### src/rtl/ps2_kbd_if.sv
// PS/2 keyboard line and decoded-key bundle between the keyboard side and ps2_kbd_decoder.
interface ps2_kbd_if;
   logic       ps2_clk;
   logic       ps2_data;
   logic       is_press;
   logic [7:0] count;
   logic [7:0] key;
   logic       frame_err;

   modport master (
      output ps2_clk, ps2_data,
      input  is_press, count, key, frame_err
   );

   modport slave (
      input  ps2_clk, ps2_data,
      output is_press, count, key, frame_err
   );
endinterface

### src/rtl/ps2_kbd_decoder.sv
// PS/2 keyboard receiver plus make/break decoder producing key, pressed flag and press count.
// Optional odd-parity frame check is enabled by defining PS2_PARITY_CHECK_EN.
module ps2_kbd_decoder #(
   parameter int TIMEOUT_CYCLES = 50000
) (
   input  logic      clk,
   input  logic      rst,
   ps2_kbd_if.slave  bus
);

   localparam int WD_W = $clog2(TIMEOUT_CYCLES + 1);

   typedef enum logic [0:0] {
      ST_MAKE  = 1'b0,
      ST_BREAK = 1'b1
   } state_t;

   function automatic logic odd_parity_ok(input logic [8:0] bits);
      return ^bits;
   endfunction

   logic [2:0]      ps2_clk_sync_r;
   logic [1:0]      ps2_data_sync_r;
   logic [3:0]      bit_cnt_r, bit_cnt_nxt;
   logic [9:0]      shift_r, shift_nxt;
   logic [WD_W-1:0] wd_cnt_r, wd_cnt_nxt;
   state_t          state_r, state_nxt;
   logic [7:0]      key_r, key_nxt;
   logic [7:0]      count_r, count_nxt;
   logic            press_r, press_nxt;
   logic            err_r, err_nxt;

   logic            fall_s;
   logic            frame_done_s;
   logic            timeout_s;
   logic            par_ok_s;
   logic            frame_ok_s;
   logic [10:0]     frame_s;
   logic [7:0]      byte_s;

   // Line synchronizers; ps2_clk gets a third stage for falling-edge detection.
   always_ff @(posedge clk) begin
      if (!rst) begin
         ps2_clk_sync_r  <= 3'b111;
         ps2_data_sync_r <= 2'b11;
      end else begin
         ps2_clk_sync_r  <= {ps2_clk_sync_r[1:0], bus.ps2_clk};
         ps2_data_sync_r <= {ps2_data_sync_r[0], bus.ps2_data};
      end
   end

   assign fall_s       = ps2_clk_sync_r[2] & ~ps2_clk_sync_r[1];
   assign frame_s      = {ps2_data_sync_r[1], shift_r};
   assign byte_s       = frame_s[8:1];
   assign frame_done_s = fall_s && (bit_cnt_r == 4'd10);
   assign timeout_s    = !fall_s && (bit_cnt_r != 4'd0) &&
                         (wd_cnt_r == WD_W'(TIMEOUT_CYCLES - 1));

`ifdef PS2_PARITY_CHECK_EN
   assign par_ok_s = odd_parity_ok(frame_s[9:1]);
`else
   // Parity bit is a don't-care in this build.
   assign par_ok_s = 1'b1 | frame_s[9];
`endif

   assign frame_ok_s = !frame_s[0] && frame_s[10] && par_ok_s;

   // Bit counter, shift register and watchdog next-state.
   always_comb begin
      bit_cnt_nxt = bit_cnt_r;
      shift_nxt   = shift_r;
      wd_cnt_nxt  = wd_cnt_r;
      if (fall_s) begin
         wd_cnt_nxt = '0;
         if (bit_cnt_r == 4'd10) begin
            bit_cnt_nxt = 4'd0;
         end else begin
            shift_nxt   = {ps2_data_sync_r[1], shift_r[9:1]};
            bit_cnt_nxt = bit_cnt_r + 4'd1;
         end
      end else if (timeout_s) begin
         bit_cnt_nxt = 4'd0;
         wd_cnt_nxt  = '0;
      end else if (bit_cnt_r != 4'd0) begin
         wd_cnt_nxt = wd_cnt_r + WD_W'(1);
      end else begin
         wd_cnt_nxt = '0;
      end
   end

   // Make/break decoder next-state and output values.
   always_comb begin
      state_nxt = state_r;
      key_nxt   = key_r;
      count_nxt = count_r;
      press_nxt = press_r;
      err_nxt   = 1'b0;
      if (timeout_s) begin
         err_nxt = 1'b1;
      end else if (frame_done_s && !frame_ok_s) begin
         err_nxt = 1'b1;
      end else if (frame_done_s) begin
         case (state_r)
            ST_MAKE: begin
               if (byte_s == 8'hF0) begin
                  state_nxt = ST_BREAK;
               end else if (byte_s == 8'hE0) begin
                  state_nxt = ST_MAKE;
               end else if ((byte_s == key_r) && press_r) begin
                  state_nxt = ST_MAKE;
               end else begin
                  key_nxt   = byte_s;
                  press_nxt = 1'b1;
                  count_nxt = count_r + 8'd1;
               end
            end
            ST_BREAK: begin
               if (byte_s == 8'hE0) begin
                  state_nxt = ST_BREAK;
               end else begin
                  // Releasing some other key leaves the displayed key's flag alone.
                  if (byte_s == key_r) begin
                     press_nxt = 1'b0;
                  end else begin
                     press_nxt = press_r;
                  end
                  state_nxt = ST_MAKE;
               end
            end
            default: state_nxt = ST_MAKE;
         endcase
      end else begin
         err_nxt = 1'b0;
      end
   end

   // State and output registers.
   always_ff @(posedge clk) begin
      if (!rst) begin
         bit_cnt_r <= 4'd0;
         shift_r   <= 10'd0;
         wd_cnt_r  <= '0;
         state_r   <= ST_MAKE;
         key_r     <= 8'h00;
         count_r   <= 8'h00;
         press_r   <= 1'b0;
         err_r     <= 1'b0;
      end else begin
         bit_cnt_r <= bit_cnt_nxt;
         shift_r   <= shift_nxt;
         wd_cnt_r  <= wd_cnt_nxt;
         state_r   <= state_nxt;
         key_r     <= key_nxt;
         count_r   <= count_nxt;
         press_r   <= press_nxt;
         err_r     <= err_nxt;
      end
   end

   assign bus.key       = key_r;
   assign bus.count     = count_r;
   assign bus.is_press  = press_r;
   assign bus.frame_err = err_r;

endmodule

### src/flat_wrapper.sv
// flat-port wrapper written by rule: the top's interface ports become plain ports
module ps2_kbd_decoder_flat 
#(
   parameter int TIMEOUT_CYCLES = 50000
)
  (clk, rst, bus_ps2_clk, bus_ps2_data, bus_is_press, bus_count, bus_key, bus_frame_err);
  ps2_kbd_if bus_i ();
  input  logic clk;
  input  logic rst;
  input wire logic [$bits(bus_i.ps2_clk)-1:0] bus_ps2_clk;
  input wire logic [$bits(bus_i.ps2_data)-1:0] bus_ps2_data;
  output wire logic [$bits(bus_i.is_press)-1:0] bus_is_press;
  output wire logic [$bits(bus_i.count)-1:0] bus_count;
  output wire logic [$bits(bus_i.key)-1:0] bus_key;
  output wire logic [$bits(bus_i.frame_err)-1:0] bus_frame_err;
  assign bus_i.ps2_clk = bus_ps2_clk;
  assign bus_i.ps2_data = bus_ps2_data;
  assign bus_is_press = bus_i.is_press;
  assign bus_count = bus_i.count;
  assign bus_key = bus_i.key;
  assign bus_frame_err = bus_i.frame_err;
  ps2_kbd_decoder #(.TIMEOUT_CYCLES(TIMEOUT_CYCLES)) u_core (.clk(clk), .rst(rst), .bus(bus_i));
endmodule
### config.mk
export PLATFORM = sky130hd
export DESIGN_NAME = ps2_kbd_decoder_flat
export DESIGN_NICKNAME = d
export VERILOG_FILES = /design/src/rtl/ps2_kbd_if.sv /design/src/rtl/ps2_kbd_decoder.sv /design/src/flat_wrapper.sv
export SDC_FILE = /design/constraint.sdc
export NUM_CORES = 1
export LEC_CHECK = 0
export CAP_MARGIN = 20
export CORE_ASPECT_RATIO = 0.5
export CORE_MARGIN = 1
export CORE_UTILIZATION = 37
export CTS_CLUSTER_SIZE = 25
export DETAILED_ROUTE_END_ITERATION = 6
export SYNTH_ARGS = -nofsm -noshare
export SYNTH_HDL_FRONTEND = slang
export SYNTH_SLANG_ARGS = --single-unit
### constraint.sdc
create_clock -name clk -period 2.1 [get_ports clk]
set_clock_uncertainty 0.05 [all_clocks]
set_input_delay 0.63 -clock clk [delete_from_list [all_inputs] [get_ports clk]]
set_output_delay 0.63 -clock clk [all_outputs]
set_load 0.01 [all_outputs]
==> implementation parameters <==
Parameter                              Value

Outcome
  Run status ... completed

Worst setup path
  Internal reg-to-reg setup slack ... 0.13 ns
  Sort of element at the end of the critical path ... flop
  Worst Path Required ... 2.28 ns
  Worst Setup SP ... u_core.bit_cnt_r[0]
  Reg-to-reg startpoint ... u_core.bit_cnt_r[0]
  Critical path capture point ... u_core.bus.count[3]
  Arrival time worst endpoint ... 2.14 ns
  Critical-path maximum fanout ... 7
  Capture point of the worst reg-to-reg path ... u_core.bus.count[3]
  Startpoint type of the worst setup path ... flop
  Length in cells of the worst reg-to-reg path ... 8
  Crit Path Class ... reg -> reg

Cells and area
  ANT cells ... 0
  Number of standard cells in the layout, taps in and fillers out ... 396
  Growth of design area from synthesis to finish ... 25.29%
  Filler Cell Count ... 592
  Final Net Count ... 316
  Post-layout utilization of the core ... between 40% and 50%
  Most frequent cells in the layout ... sky130_fd_sc_hd__dfxtp_1 (54), sky130_fd_sc_hd__nand2_1 (39), sky130_fd_sc_hd__nor2_1 (32)
  Most frequent standard cell in the layout excluding fill and tap cells ... sky130_fd_sc_hd__dfxtp_1
  Ratio of cells with drive above 1 in the final layout ... 9.416%

Placement
  Total of buffers placed on input and output ports ... 21
  Detailed-placement wirelength estimate ... about 3300 µm
  Routability congestion estimate ... 0.7688
  Post-Place Cells ... 385

STA
  Final number of hold-violating endpoints ... 0
  Share of the clock period used by the worst path after layout ... between 90% and 100%
  Setup-violating endpoint count in the final report ... 0
  Slew @ Worst Pin ... 0.5286 ns
  Rel. slew slack ... approximately 64%
  Pins over their slew limit ... 0
  Period minus WS final ... about 2.0 ns
  Highest achievable clock rate ... roughly 510 MHz
  Setup TNS ... 0 ns

Pwr
  Leak Pwr ... approximately 0.94 nW
  Maximum VDD drop ... 0.4726 mV
  Areal power density over the cells ... 743.4 nW/µm²
  Total power of the final layout ... 0.002175 W

Routing
  Total vias in the final route ... 1969
  Detailed-route DRC error count ... 0
  Total wire length after detailed routing ... between 4000 and 5000 µm
  Initial detailed-routing violation count ... 78
  Detailed Routing Iterations Pass 1 ... 4
  Residual antenna-violating net count after detailed routing ... 0
  Via/cell ratio ... 4.972
  Routed wire length per instance ... 11.95 µm

Logic synthesis
  Synth unique cells ... 36
  Cell taking the most area after synthesis ... sky130_fd_sc_hd__dfxtp_1
  Share of the yosys chip area belonging to registers ... a little under half
  Share of Yosys cell area claimed by the top area cell type ... 46.30%
  Synthesized area divided by synthesized cell count ... between 8 and 9 µm²
  Syn Nets ... 284
  Post-Synthesis Cell Area ... 2335 µm²
  Number of cells produced by synthesis ... between 200 and 300
  Dominant synthesized flop cell ... sky130_fd_sc_hd__dfxtp_1
  Number of flops mapped to enable cells by yosys ... 0
  Count of synthesis-stage warnings from yosys ... 0
  Top area cells in the synthesized netlist ... sky130_fd_sc_hd__dfxtp_1 (46%), sky130_fd_sc_hd__nand2_1 (6.3%), sky130_fd_sc_hd__xnor2_1 (5.6%), sky130_fd_sc_hd__nor2_1 (5.1%), sky130_fd_sc_hd__a21oi_1 (4.5%)
  Post-synth ARST share ... 0%
  FF+latch count, synth ... 54

Die
  Die Span Y ... 58.17 µm
  Core ar. ... 6081 µm²
  Starting density of the core ... 38.40%
  Number of top-level pins ... 22
  Row Count ... 20
  Horiz. Die Dim ... ~110 µm
  Die footprint ... 6651 µm²

Worst hold path
  Min-delay worst type ... reg -> reg

Clock network
  Latest clock arrival within the worst-skew pair ... 0.29 ns
  Largest buffer count on any clock path ... 2
  Number of clock sinks ... 54
  CTS H-tree depth ... 2
  Clock root buffer ... sky130_fd_sc_hd__clkbuf_16
  Hold-fix buffers, CTS ... 0
  Number of CTS-inserted buffers ... 5
  TritonCTS clock tree ... built
  Clock-pin transition on the worst setup and hold timing paths ... 0.07 ns

Global routing
  Antenna violations before repair ... 0
  GRT overflow ... 0
  First-pass GRT wire length ... around 7700 µm
  Vias in the first global route ... 1639
  Gr usage total ... ~15%
  Largest net degree at the start of global routing ... 19

Job
  Max Cap Viol ... 0
==> sequential cells by signal, indices dropped and copies added, names as in the netlist <==
| register | flops |
|---|---|
| u_core.bus.frame_err | 1 |
| u_core.bit_cnt_r | 4 |
| u_core.bus.count | 8 |
| u_core.bus.is_press | 1 |
| u_core.state_r | 1 |
| u_core.bus.key | 8 |
| u_core.wd_cnt_r | 16 |
| u_core.ps2_data_sync_r | 2 |
| u_core.shift_r | 10 |
| u_core.ps2_clk_sync_r | 3 |
==> report_power, final <==
group | internal [W] | switching, W | leakage, nW | total [W]
clock network | 0.000716 | 0.000365 | 0.0971 | 0.00108
registers | 0.00103 | 0.00000463 | 0.436 | 0.00104
logic | 0.0000222 | 0.0000361 | 0.405 | 0.0000583
total | 0.00177 | 0.000406 | 0.938 | 0.00217
==> worst max-delay path: stages, from the launching register on <==
cell and delay (ns):
sky130_fd_sc_hd__dfxtp_1 0.36, sky130_fd_sc_hd__inv_1 0.10, sky130_fd_sc_hd__ha_1 0.16, sky130_fd_sc_hd__and3b_1 0.18
sky130_fd_sc_hd__and3_4 0.23, sky130_fd_sc_hd__o311ai_4 0.14, sky130_fd_sc_hd__buf_4 0.19, sky130_fd_sc_hd__or3_1 0.35
sky130_fd_sc_hd__a21oi_1 0.14
==> per-stage QoR <==
stage / hold WS, ns / instance area, µm² / worst slack [ns]
finish: 0.3608 / 2925 / 0.1336
global route: 0.3968 / 2925 / -0.006535
CTS: 0.3662 / 2888 / 0.05758
detailed placement: 0.3501 / 2689 / 0.05250
global placement: 0.3447 / 2689 / 0.1699
floorplan: 0.3363 / 2335 / 0.3040
==> area by class of cell <==
type	count	area (µm²)	share of cell area, %
sequential	54	1081	36.95
timing repair buffer	35	315.3	10.78
clock inverter	2	60.06	2.053
tap	88	110.1	3.764
inverter	7	26.28	0.8982
clock buffer	6	138.9	4.748
multi-input combinational	204	1194	40.80
==> worst min-delay path by stage <==
| stage | start | end | slack (ns) | cells past startpoint |
|---|---|---|---|---|
| 2_1_floorplan | u_core.ps2_clk_sync_r[0] | u_core.ps2_clk_sync_r[1] | 0.34 | 1 |
| 3_3_place_gp | u_core.ps2_clk_sync_r[0] | u_core.ps2_clk_sync_r[1] | 0.34 | 1 |
| 3_5_place_dp | u_core.ps2_data_sync_r[0] | u_core.ps2_data_sync_r[1] | 0.35 | 1 |
| 4_1_cts | u_core.ps2_data_sync_r[0] | u_core.ps2_data_sync_r[1] | 0.37 | 1 |
| 5_1_grt | u_core.ps2_clk_sync_r[0] | u_core.ps2_clk_sync_r[1] | 0.40 | 1 |
| 6_report | u_core.ps2_data_sync_r[0] | u_core.ps2_data_sync_r[1] | 0.36 | 1 |
==> kinds of logic after synthesis <==
| kind of cell | share of synthesized area [%] |
|---|---|
| AO/OA/AOI/OAI | 12.92 |
| XOR/XNOR | 8.628 |
| adder cells (fa/ha/maj) | 2.680 |
| buffers and inverters | 3.216 |
| flip-flops | 46.30 |
| AND/OR/NAND/NOR | 26.26 |
==> synth_stat cells, types with 2 or more instances <==
master and count:
sky130_fd_sc_hd__a21oi_1 21, sky130_fd_sc_hd__a22oi_1 2, sky130_fd_sc_hd__and3_1 2, sky130_fd_sc_hd__buf_4 3
sky130_fd_sc_hd__clkbuf_1 7, sky130_fd_sc_hd__dfxtp_1 54, sky130_fd_sc_hd__ha_1 5, sky130_fd_sc_hd__inv_1 7
sky130_fd_sc_hd__nand2_1 39, sky130_fd_sc_hd__nand2b_1 6, sky130_fd_sc_hd__nand3_1 19, sky130_fd_sc_hd__nand4_1 6
sky130_fd_sc_hd__nor2_1 32, sky130_fd_sc_hd__nor2b_1 2, sky130_fd_sc_hd__nor3_1 6, sky130_fd_sc_hd__nor3b_1 2
sky130_fd_sc_hd__o21ai_0 17, sky130_fd_sc_hd__or3_1 6, sky130_fd_sc_hd__xnor2_1 15, sky130_fd_sc_hd__xor2_1 8
==> repair_timing <==
| action | in CTS | in global routing |
|---|---|---|
| setup endpoints to repair | 0 | 17 |
| hold endpoints to repair | 0 | 0 |
| buffers inserted | 0 | 3 |
| resized for setup | 0 | 2 |
==> metal layers <==
layer | global-route usage [%] | part of all wire [%]
met1 | 20.81 | 52
met2 | 21.65 | 41
met3 | 4.289 | 4.7
met4 | 7.236 | 1.7
met5 | 0 | 0
Power figures use the tool's default switching activity.
